## src/rtl/gate_pair_edge_counter_pkg.sv

```systemverilog
// gate_pair_pkg: shared types and default sizes for the gate-pair edge monitor.
//   snap_state_t      - snapshot handshake state (IDLE / HOLD)
//   STABLE_CYCLES_DEF - default debounce length in clk cycles
//   CNT_W_DEF         - default edge counter / snapshot width
//   NUM_CH            - number of monitored gate outputs (p1y, p2y)
package gate_pair_pkg;

  typedef enum logic {IDLE, HOLD} snap_state_t;

  localparam int STABLE_CYCLES_DEF = 4;
  localparam int CNT_W_DEF         = 8;
  localparam int NUM_CH            = 2;

endpackage

```

## src/rtl/gate_pair_edge_counter_if.sv

```systemverilog
// gate_pair_edge_counter_if: snapshot request/valid/ready bus between the edge
// monitor and the register/readout logic.
//   snap_req   - readout asks for a snapshot (sampled every cycle)
//   snap_ready - readout accepts the held snapshot
//   snap_valid - snapshot fields below hold valid data
//   p1_cnt     - channel-1 rising-edge count at snapshot time
//   p2_cnt     - channel-2 rising-edge count at snapshot time
//   p1_sat     - channel-1 counter had saturated
//   p2_sat     - channel-2 counter had saturated
//   snap_drop  - 1-cycle pulse, a snap_req arrived while a snapshot was held
// Modports: master = readout side, slave = monitor side.
interface gate_pair_edge_counter_if
  import gate_pair_pkg::*;
#(
  parameter int CNT_W = CNT_W_DEF
);

  logic             snap_req;
  logic             snap_ready;
  logic             snap_valid;
  logic [CNT_W-1:0] p1_cnt;
  logic [CNT_W-1:0] p2_cnt;
  logic             p1_sat;
  logic             p2_sat;
  logic             snap_drop;

  modport master (
    output snap_req, snap_ready,
    input  snap_valid, p1_cnt, p2_cnt, p1_sat, p2_sat, snap_drop
  );

  modport slave (
    input  snap_req, snap_ready,
    output snap_valid, p1_cnt, p2_cnt, p1_sat, p2_sat, snap_drop
  );

endinterface

```

## src/rtl/gate_pair_edge_counter_sync_debounce.sv

```systemverilog
// sync_debounce: one monitored channel.
//   2-flop synchroniser, then a debounce filter that only accepts a new level
//   after it has differed from the filtered level for STABLE_CYCLES
//   consecutive cycles, then a rising-edge pulse on the filtered level.
// Ports:
//   clk    - rising-edge clock
//   resetn - asynchronous active-low reset
//   d      - raw input, asynchronous to clk
//   filt   - debounced level
//   rise   - 1-cycle pulse in the cycle after filt goes 0->1
module sync_debounce #(
  parameter int STABLE_CYCLES = 4
) (
  input  logic clk,
  input  logic resetn,
  input  logic d,
  output logic filt,
  output logic rise
);

  localparam int            DW       = $clog2(STABLE_CYCLES + 1);
  localparam logic [DW-1:0] DBC_LAST = DW'(STABLE_CYCLES - 1);

  logic          s1, s2;
  logic          filt_q, filt_prev_q;
  logic [DW-1:0] dbc_q;

  // s1 is the metastability-catching stage: nothing but s2 may read it.
  always_ff @(posedge clk or negedge resetn) begin
    if (!resetn) begin
      s1 <= 1'b0;
      s2 <= 1'b0;
    end else begin
      s1 <= d;
      s2 <= s1;
    end
  end

  // Any cycle where s2 agrees with the filtered level restarts the run, so
  // only an uninterrupted disagreement of STABLE_CYCLES cycles gets through.
  always_ff @(posedge clk or negedge resetn) begin
    if (!resetn) begin
      filt_q      <= 1'b0;
      filt_prev_q <= 1'b0;
      dbc_q       <= '0;
    end else begin
      filt_prev_q <= filt_q;
      if (s2 == filt_q) begin
        dbc_q <= '0;
      end else if (dbc_q == DBC_LAST) begin
        filt_q <= s2;
        dbc_q  <= '0;
      end else begin
        dbc_q <= dbc_q + 1'b1;
      end
    end
  end

  assign filt = filt_q;
  assign rise = filt_q & ~filt_prev_q;

endmodule

```

## src/rtl/gate_pair_edge_counter.sv

```systemverilog
// gate_pair_edge_counter: downstream monitor for the dual AND-OR gate pair.
//   Each gate output is synchronised and debounced, its filtered rising edges
//   are counted in a saturating counter with a sticky saturation flag, and
//   both counts are handed to the readout logic through a snapshot handshake.
// Parameters:
//   STABLE_CYCLES - debounce length in cycles (>=1)
//   CNT_W         - counter / snapshot width (2..16)
//   CLEAR_ON_SNAP - 1: live counters and sticky flags restart at each snapshot
// Ports:
//   clk, resetn        - clock, asynchronous active-low reset
//   p1y, p2y           - gate outputs, asynchronous to clk
//   p1y_filt, p2y_filt - debounced gate outputs
//   snap               - snapshot bus (slave side)
module gate_pair_edge_counter
  import gate_pair_pkg::*;
#(
  parameter int STABLE_CYCLES = STABLE_CYCLES_DEF,
  parameter int CNT_W         = CNT_W_DEF,
  parameter bit CLEAR_ON_SNAP = 1'b1
) (
  input  logic                    clk,
  input  logic                    resetn,
  input  logic                    p1y,
  input  logic                    p2y,
  output logic                    p1y_filt,
  output logic                    p2y_filt,
  gate_pair_edge_counter_if.slave snap
);

  localparam logic [CNT_W-1:0] CNT_MAX = '1;
  localparam logic [CNT_W-1:0] CNT_ONE = CNT_W'(1);

  // Lane 0 is channel 1 (p1y), lane 1 is channel 2 (p2y).
  logic [NUM_CH-1:0]            din, filt, rise;
  logic [NUM_CH-1:0][CNT_W-1:0] cnt_q, cnt_inc, out_cnt_q;
  logic [NUM_CH-1:0]            sat_q, out_sat_q;
  logic                         drop_q, drop_d;
  logic                         capture, clr_live;
  snap_state_t                  state_q, state_d;

  assign din = {p2y, p1y};

  sync_debounce #(.STABLE_CYCLES(STABLE_CYCLES)) u_ch [NUM_CH-1:0] (
    .clk    (clk),
    .resetn (resetn),
    .d      (din),
    .filt   (filt),
    .rise   (rise)
  );

  assign p1y_filt = filt[0];
  assign p2y_filt = filt[1];

  // ---------------------------------------------------------------------------
  // Live counters and sticky saturation flags
  // ---------------------------------------------------------------------------
  always_comb begin
    cnt_inc = '0;
    for (int i = 0; i < NUM_CH; i++) begin
      cnt_inc[i] = (cnt_q[i] == CNT_MAX) ? cnt_q[i] : cnt_q[i] + 1'b1;
    end
  end

  // On a clearing snapshot the counter restarts at the same-cycle edge, if
  // any, so that edge lands in the new window instead of being lost.
  // The flag sets whenever the post-edge value is max, which covers both
  // reaching max and a further edge while already at max.
  always_ff @(posedge clk or negedge resetn) begin
    if (!resetn) begin
      cnt_q <= '0;
      sat_q <= '0;
    end else begin
      for (int i = 0; i < NUM_CH; i++) begin
        if (clr_live) begin
          cnt_q[i] <= rise[i] ? CNT_ONE : '0;
          sat_q[i] <= 1'b0;
        end else if (rise[i]) begin
          cnt_q[i] <= cnt_inc[i];
          if (cnt_inc[i] == CNT_MAX) sat_q[i] <= 1'b1;
        end
      end
    end
  end

  // ---------------------------------------------------------------------------
  // Snapshot FSM
  // ---------------------------------------------------------------------------
  always_ff @(posedge clk or negedge resetn) begin
    if (!resetn) state_q <= IDLE;
    else         state_q <= state_d;
  end

  // A request while holding is refused even if the readout accepts in the
  // same cycle; the readout must ask again once back in IDLE.
  always_comb begin
    state_d = state_q;
    capture = 1'b0;
    drop_d  = 1'b0;
    case (state_q)
      IDLE: begin
        if (snap.snap_req) begin
          capture = 1'b1;
          state_d = HOLD;
        end
      end
      HOLD: begin
        if (snap.snap_req)   drop_d  = 1'b1;
        if (snap.snap_ready) state_d = IDLE;
      end
    endcase
  end

  assign clr_live = capture & CLEAR_ON_SNAP;

  // Capture takes the pre-edge count; outputs stay put outside a capture,
  // including after the handshake completes.
  always_ff @(posedge clk or negedge resetn) begin
    if (!resetn) begin
      out_cnt_q <= '0;
      out_sat_q <= '0;
      drop_q    <= 1'b0;
    end else begin
      drop_q <= drop_d;
      if (capture) begin
        out_cnt_q <= cnt_q;
        out_sat_q <= sat_q;
      end
    end
  end

  assign snap.snap_valid = (state_q == HOLD);
  assign snap.p1_cnt     = out_cnt_q[0];
  assign snap.p2_cnt     = out_cnt_q[1];
  assign snap.p1_sat     = out_sat_q[0];
  assign snap.p2_sat     = out_sat_q[1];
  assign snap.snap_drop  = drop_q;

endmodule

```

## src/flat_wrapper.sv

```systemverilog
// flat-port wrapper written by rule: the top's interface ports become plain ports
module gate_pair_edge_counter_flat import gate_pair_pkg::*;
#(
  parameter int STABLE_CYCLES = STABLE_CYCLES_DEF,
  parameter int CNT_W         = CNT_W_DEF,
  parameter bit CLEAR_ON_SNAP = 1'b1
)
  (clk, resetn, p1y, p2y, p1y_filt, p2y_filt, snap_snap_req, snap_snap_ready, snap_snap_valid, snap_p1_cnt, snap_p2_cnt, snap_p1_sat, snap_p2_sat, snap_snap_drop);
  gate_pair_edge_counter_if #(.CNT_W(CNT_W)) snap_i ();
  input  logic clk;
  input  logic resetn;
  input  logic p1y;
  input  logic p2y;
  output logic p1y_filt;
  output logic p2y_filt;
  input wire logic [$bits(snap_i.snap_req)-1:0] snap_snap_req;
  input wire logic [$bits(snap_i.snap_ready)-1:0] snap_snap_ready;
  output wire logic [$bits(snap_i.snap_valid)-1:0] snap_snap_valid;
  output wire logic [$bits(snap_i.p1_cnt)-1:0] snap_p1_cnt;
  output wire logic [$bits(snap_i.p2_cnt)-1:0] snap_p2_cnt;
  output wire logic [$bits(snap_i.p1_sat)-1:0] snap_p1_sat;
  output wire logic [$bits(snap_i.p2_sat)-1:0] snap_p2_sat;
  output wire logic [$bits(snap_i.snap_drop)-1:0] snap_snap_drop;
  assign snap_i.snap_req = snap_snap_req;
  assign snap_i.snap_ready = snap_snap_ready;
  assign snap_snap_valid = snap_i.snap_valid;
  assign snap_p1_cnt = snap_i.p1_cnt;
  assign snap_p2_cnt = snap_i.p2_cnt;
  assign snap_p1_sat = snap_i.p1_sat;
  assign snap_p2_sat = snap_i.p2_sat;
  assign snap_snap_drop = snap_i.snap_drop;
  gate_pair_edge_counter #(.STABLE_CYCLES(STABLE_CYCLES), .CNT_W(CNT_W), .CLEAR_ON_SNAP(CLEAR_ON_SNAP)) u_core (.clk(clk), .resetn(resetn), .p1y(p1y), .p2y(p2y), .p1y_filt(p1y_filt), .p2y_filt(p2y_filt), .snap(snap_i));
endmodule
```

## config.mk

```make
export PLATFORM = sky130hd
export DESIGN_NAME = gate_pair_edge_counter_flat
export DESIGN_NICKNAME = d
export VERILOG_FILES = /design/src/rtl/gate_pair_edge_counter_pkg.sv /design/src/rtl/gate_pair_edge_counter_if.sv /design/src/rtl/gate_pair_edge_counter_sync_debounce.sv /design/src/rtl/gate_pair_edge_counter.sv /design/src/flat_wrapper.sv
export SDC_FILE = /design/constraint.sdc
export NUM_CORES = 1
export LEC_CHECK = 0
export CORE_MARGIN = 2
export CORE_UTILIZATION = 55
export CTS_CLUSTER_SIZE = 24
export DETAILED_ROUTE_END_ITERATION = 8
export PLACE_DENSITY = 0.8
export SETUP_SLACK_MARGIN = 0.02
export SLEW_MARGIN = 20
export SYNTH_ARGS = -nofsm -noshare
export SYNTH_HDL_FRONTEND = slang
export SYNTH_SLANG_ARGS = --single-unit
```

## constraint.sdc

```tcl
create_clock -name clk -period 1.85 [get_ports clk]
set_input_delay 0.185 -clock clk [delete_from_list [all_inputs] [get_ports clk]]
set_output_delay 0.185 -clock clk [all_outputs]
set_load 0.01 [all_outputs]
```

Word level (Yosys, flattened, before mapping)
Cells that the tools add are included.
{"block": "totals", "register_bits": 52, "out_inout_bits": 22, "word_cells": 69}
{"block": "classes", "n_addsub": 4, "n_eq_ne": 8, "muxes": 23, "bitwise_logic": 7, "n_reduce_logical": 8}
{"operator": "8-bit 2-to-1 mux", "n": 6}
{"operator": "8-bit == test (second input constant)", "n": 4}
{"operator": "8-bit by 1-bit adder with 8-bit output (second input constant)", "n": 2}
{"operator": "1-bit 2-to-1 mux", "n": 12}
{"operator": "3-bit 2-to-1 mux", "n": 4}
{"operator": "2-bit AND reduction", "n": 4}
{"operator": "2-bit nonzero test", "n": 4}
{"operator": "3-bit by 1-bit adder with 3-bit output (second input constant)", "n": 2}
{"operator": "3-bit by 2-bit == test with 1-bit output (second input constant)", "n": 2}
{"operator": "1-bit NOT", "n": 5}
{"operator": "1-bit AND", "n": 2}
{"operator": "1-bit == test", "n": 2}
{"operator": "1-bit one-hot mux with 2 select lines", "n": 1}

Logic depth before layout (Yosys ltp)
{"block": "logic_depth", "word_depth": 6, "mapped_depth": 5, "depth_no_buf": 5}

Cells and area by module
Synthesis repeated with hierarchy kept, for this count alone.
{"block": "unflattened", "hier_cells": 240, "hier_area_um2": 2352.3}
{"module": "gate_pair_edge_counter", "instances": 1, "cells_per_inst": 210, "area_per_inst_um2": 1848.0, "seq_area_each_um2": 950.9}
{"module": "sync_debounce (u_core.u_ch[1])", "instances": 1, "cells_per_inst": 15, "area_per_inst_um2": 252.7, "seq_area_each_um2": 175.2}
{"module": "sync_debounce (u_core.u_ch[0])", "instances": 1, "cells_per_inst": 15, "area_per_inst_um2": 251.5, "seq_area_each_um2": 175.2}

Worst setup path after synthesis
OpenSTA, ideal clock, no wires.
{"block": "synth_timing", "path_kind": "register to register", "startpoint": "reg u_core.cnt_q[1] (netlist bit)", "endpoint": "reg u_core.sat_q[0]", "setup_time_ps": 122, "arrival_time_ps": 1509, "required_time_ps": 1728, "slack_ps": 219, "stages_incl_launch_ff": 6, "path_cell_list": "dfrtp_1 -> ha_1 -> nand2_1 -> nor4b_1 -> or3_1 -> a32o_1"}
{"block": "synth_between", "elab_chain_cells": 5}
{"element": "start, declared", "line": "gate_pair_edge_counter.sv:35", "rtl": "logic [NUM_CH-1:0][CNT_W-1:0] cnt_q, cnt_inc, out_cnt_q;"}
{"element": "start signal, assigned by index", "line": "gate_pair_edge_counter.sv:75", "rtl": "cnt_q[i] <= rise[i] ? CNT_ONE : '0;"}
{"element": "start signal, assigned by index", "line": "gate_pair_edge_counter.sv:78", "rtl": "cnt_q[i] <= cnt_inc[i];"}
{"element": "8-bit by 1-bit adder with 8-bit output or 8-bit == test (tied branches)", "line": "gate_pair_edge_counter.sv:60", "rtl": "cnt_inc[i] = (cnt_q[i] == CNT_MAX) ? cnt_q[i] : cnt_q[i] + 1'b1;"}
{"element": "8-bit 2-to-1 mux (*)", "line": "gate_pair_edge_counter.sv:60"}
{"element": "8-bit == test (*)", "line": "gate_pair_edge_counter.sv:79", "rtl": "if (cnt_inc[i] == CNT_MAX) sat_q[i] <= 1'b1;"}
{"element": "2-bit nonzero test (no line) (*)"}
{"element": "2-bit AND reduction (no line) (*)"}
{"element": "end signal, assigned", "line": "gate_pair_edge_counter.sv:71", "rtl": "sat_q <= '0;"}
{"element": "end signal, assigned by index", "line": "gate_pair_edge_counter.sv:76", "rtl": "sat_q[i] <= 1'b0;"}
{"element": "end signal, assigned by index", "line": "gate_pair_edge_counter.sv:79"}
{"element": "end, declared", "line": "gate_pair_edge_counter.sv:36", "rtl": "logic [NUM_CH-1:0] sat_q, out_sat_q;"}
Mark *: on every way between the ends. The rest lies on a longest branch, timed or not.
A chain may end at the register's enable or synchronous reset.

Worst setup path after layout
{"block": "layout_timing", "startpoint": "reg u_core.cnt_q[0] (netlist bit)", "endpoint": "reg u_core.cnt_q[0] (netlist bit)"}
{"block": "layout_between", "elab_chain_cells": 4}
{"element": "8-bit by 1-bit adder with 8-bit output or 8-bit == test (tied branches)", "line": "gate_pair_edge_counter.sv:60"}
{"element": "8-bit 2-to-1 mux (*)", "line": "gate_pair_edge_counter.sv:60"}
{"element": "8-bit 2-to-1 mux (*)", "line": "gate_pair_edge_counter.sv:77", "rtl": "end else if (rise[i]) begin"}
{"element": "8-bit 2-to-1 mux (*)", "line": "gate_pair_edge_counter.sv:74", "rtl": "if (clr_live) begin"}
Mark *: on every way between the ends. The rest lies on a longest branch, timed or not. The select of a mux whose other input is x is not followed.

==> impl_summary.txt <==
----------------------------------------------------
[Run status]
  Run status ... finished clean

[Route]
  Drc violations ... 0
  Met3 wire len ... slightly below 200 µm
  Routed wire length ... 4440 µm
  Routed met2 length ... 2200 µm
  M1 wire length ... 1970 µm
  Detail-routed net length per standard cell ... 13.8 µm
  Vias ... 1811
  DRT Pass-1 Iters ... 5
  DRC violation total after the first TritonRoute iteration ... 195
  Average via count per standard cell ... 5.62
  Top Metal Used ... met4
  Final ANT Viol Nets ... 0

[Global route]
  Total routing usage reported by global routing ... 20.0%
  Vias in the first global route ... 1722
  Largest net degree at the start of global routing ... 26
  Residual overflow from global routing ... 0
  Wire length of the first global-routing pass ... 7710 µm
  Initial antenna violation count ... 0

[Synthesis]
  Proportion of register bits with asynchronous set or reset after synthesis ... 100%
  Synthesis-stage register bit count ... 52
  Unique cell type count in the Yosys netlist ... 45
  Number of enable-type register cells in the synthesized netlist ... 0
  Post-synthesis instance total ... 242
  Yosys synthesis warning count ... 0
  Mapped Area ... approximately 0.0024 mm²
  Avg Inst Size Synth ... 9.85 µm²
  Sequential fraction of the synthesis area ... a little over half
  Number of nets in the synthesized netlist ... 252
  Prevailing post-synth register cell ... dfrtp_1

[Floorplanning]
  Floorplan die height ... 69.8 µm
  Initial cell density of the core ... 58.3%
  Number of core rows ... 23
  Overall die area ... 0.00488 mm²
  Count of boundary I/O pins ... 28
  Die width ... ~70 µm
  Area of the core ... 0.00409 mm²

[Worst setup path]
  Family of cells with the greatest summed delay on the critical path ... compound AO/OA/AOI/OAI gates
  Delay of the slowest cell on the worst path ... 0.37 ns
  Crit-path max FO ... 8
  Critical path start-end classification ... reg2reg
  CP Capture Type ... register
  Required time of the worst setup path ... 2.05 ns
  R2r setup slk ... 0.17 ns
  Buffer and inverter count on the worst path ... 0
  Series of cell instances along the critical path ... ha_1 > nand3_2 > o21ai_0 > o22ai_1 > a31o_2
  Kind of start point of the critical path ... register
  Arrival time at the worst endpoint ... 1.88 ns
  Critical-path top delay cell ... o21ai_0

[Cells and area]
  Number of fill cells in the layout ... approximately 320
  Fraction of layout instances using a drive strength above 1 ... between 10% and 20%
  Final Cell Area ... 0.00282 mm²
  Area growth from synthesis to layout ... 18.2%
  Commonest non-fill, non-tap cells in the layout ... 57 x nand2_1, 51 x dfrtp_1, 26 x clkdlybuf4s50_1
  Leading cell type in the layout, fill and taps excluded ... nand2_1
  Final-stage net count ... 281
  Number of antenna repair diodes ... 0

[CTS]
  Clk sink count ... 52
  Num CTS Buffers ... 5
  Clock latency on the worst-skew pair ... ~0.31 ns
  Clock edge transition at the registers on the reported setup and hold paths ... about 0.1 ns
  Buffer depth of the longest clock path ... 2
  CTS tree ... done
  Root buf cell ... clkbuf_8
  Number of H-tree branching levels ... 2

[Pwr]
  Pwr Density ... roughly 1100 mW/mm²
  Max rail drop VDD ... 0.000738 V
  Leak pwr ... 1.27 nW

[Timing]
  Clock period minus final worst setup slack ... 1.68 ns
  Max-slew violations ... 0
  Setup Viol. Count Final ... 0
  Worst-margin pin slew ... 0.529 ns
  Setup skew after layout ... between 0.01 and 0.015 ns
  Total negative slack for setup checks ... 0 ns
  Final period utilization ... 90.7%
  Normalized max-slew margin ... 64.8%
  RSZ-0062 raised after global routing ... false
  Count of final hold-check violations ... 0
  Achievable clock frequency ... 596 MHz

[Placement]
  Total placed instance area ... 0.00271 mm²
  GP Congestion ... 0.853
  IO Port Bufs ... 27
  Detail Placement HPWL ... 3110 µm

[Flow run]
  Count of maximum capacitance violations ... 0

[Min path]
  Worst min-delay path category ... in2reg

----------------------------------------------------
[worst register-to-register path, stage by stage, from the launching register on]
cell	delay (ns)
dfrtp_1	0.36
ha_1	0.30
nand3_2	0.18
o21ai_0	0.37
o22ai_1	0.14
a31o_2	0.23
[what timing repair did]
item / in CTS / in global routing
endpoints found under the setup margin: 0 / 4
hold buffers: 1 / 0
gates resized for setup: 0 / 3
endpoints found under the hold margin: 23 / 0
buffers inserted: 0 / 0
[flip-flops by register name, summed over array words and instances, names as in the netlist]
register	count
u_core.cnt_q	16
u_core.snap.p1_cnt	8
u_core.snap.p2_cnt	8
u_core.u_ch.dbc_q	6
u_core.out_sat_q	2
u_core.sat_q	2
u_core.u_ch.filt	2
u_core.u_ch.filt_prev_q	2
u_core.u_ch.s1	2
u_core.u_ch.s2	2
u_core.snap.snap_drop	1
u_core.snap.snap_valid	1
[power breakdown]
part | internal [mW] | leakage, nW | switching (mW) | total [mW]
registers | 1.32 | 0.693 | 0.149 | 1.47
logic | 0.416 | 0.537 | 0.430 | 0.845
clock network | 0.268 | 0.0404 | 0.384 | 0.653
[stage by stage]
step           power (mW)  setup slack [ns]  cells  utilization, %  hold slack, ns
6_report             2.97             0.172    322            69.0           0.297
5_1_grt              3.15            0.0287    322            69.0           0.282
4_1_cts              2.99            0.0716    322            68.9           0.289
3_5_place_dp         2.33            0.0932    313            66.4           0.202
3_3_place_gp         2.29             0.169    313            66.4           0.192
2_1_floorplan        1.97             0.219    242               -          -0.111
[cell families after synthesis]
family | synth area share, %
AOI/OAI and AO/OA | 12.1
adders and majority gates | 2.10
buffers and inverters | 3.62
xor gates and xnor gates | 1.84
and+or+nand+nor | 23.6
muxes | 2.20
DFF | 54.6
[Yosys cell counts (all sizes together), types with 3 or more instances]
master	n	share of area, %
inv	5	0.79
clkbuf	8	1.3
a211oi	3	0.94
nor3	6	1.3
o211ai	5	1.8
and4	4	1.5
dfrtp	52	55
nand2	57	9.0
and2	3	0.79
xnor2	3	1.1
a31oi	6	1.6
nand2b	6	1.6
nand3	5	1.3
nor2b	7	1.8
o21ai	12	2.5
ha	4	2.1
nor2	10	1.6
a21oi	4	0.84
mux2i	3	1.3
nand4	4	1.3
buf	7	1.6
o2111ai	3	1.1
[cell type report]
type / instances / area [µm²] / area share [%]
inverter: 5 / 18.8 / 0.666
multi-input combinational: 170 / 998 / 35.4
clock inverter: 3 / 23.8 / 0.844
timing repair buffer: 37 / 343 / 12.2
clock buffer: 5 / 68.8 / 2.44
tap: 50 / 62.6 / 2.22
sequential: 52 / 1300 / 46.2
[routing by layer]
metal / up-vias / global-route usage, %
li1: 906 / -
met1: 853 / 24.8
met2: 46 / 32.7
met3: 6 / 4.80
met4: 0 / 9.83
met5: - / 0
[path summary, 6_finish.rpt]
| path | cells past startpoint | endpoint | start |
|---|---|---|---|
| worst max-delay path | 5 | u_core.cnt_q[0] | u_core.cnt_q[0] |
| worst min-delay path | 1 | u_core.u_ch[1].s1 | p2y |
| worst max register to register | 5 | u_core.cnt_q[0] | u_core.cnt_q[0] |
| worst min register to register | 0 | u_core.u_ch[1].s2 | u_core.u_ch[1].s1 |
| max in group asynchronous | 3 | u_core.u_ch[0].dbc_q[0] | resetn |
| min in group asynchronous | 2 | u_core.u_ch[1].dbc_q[2] | resetn |
(Power assumes the default switching activity.)
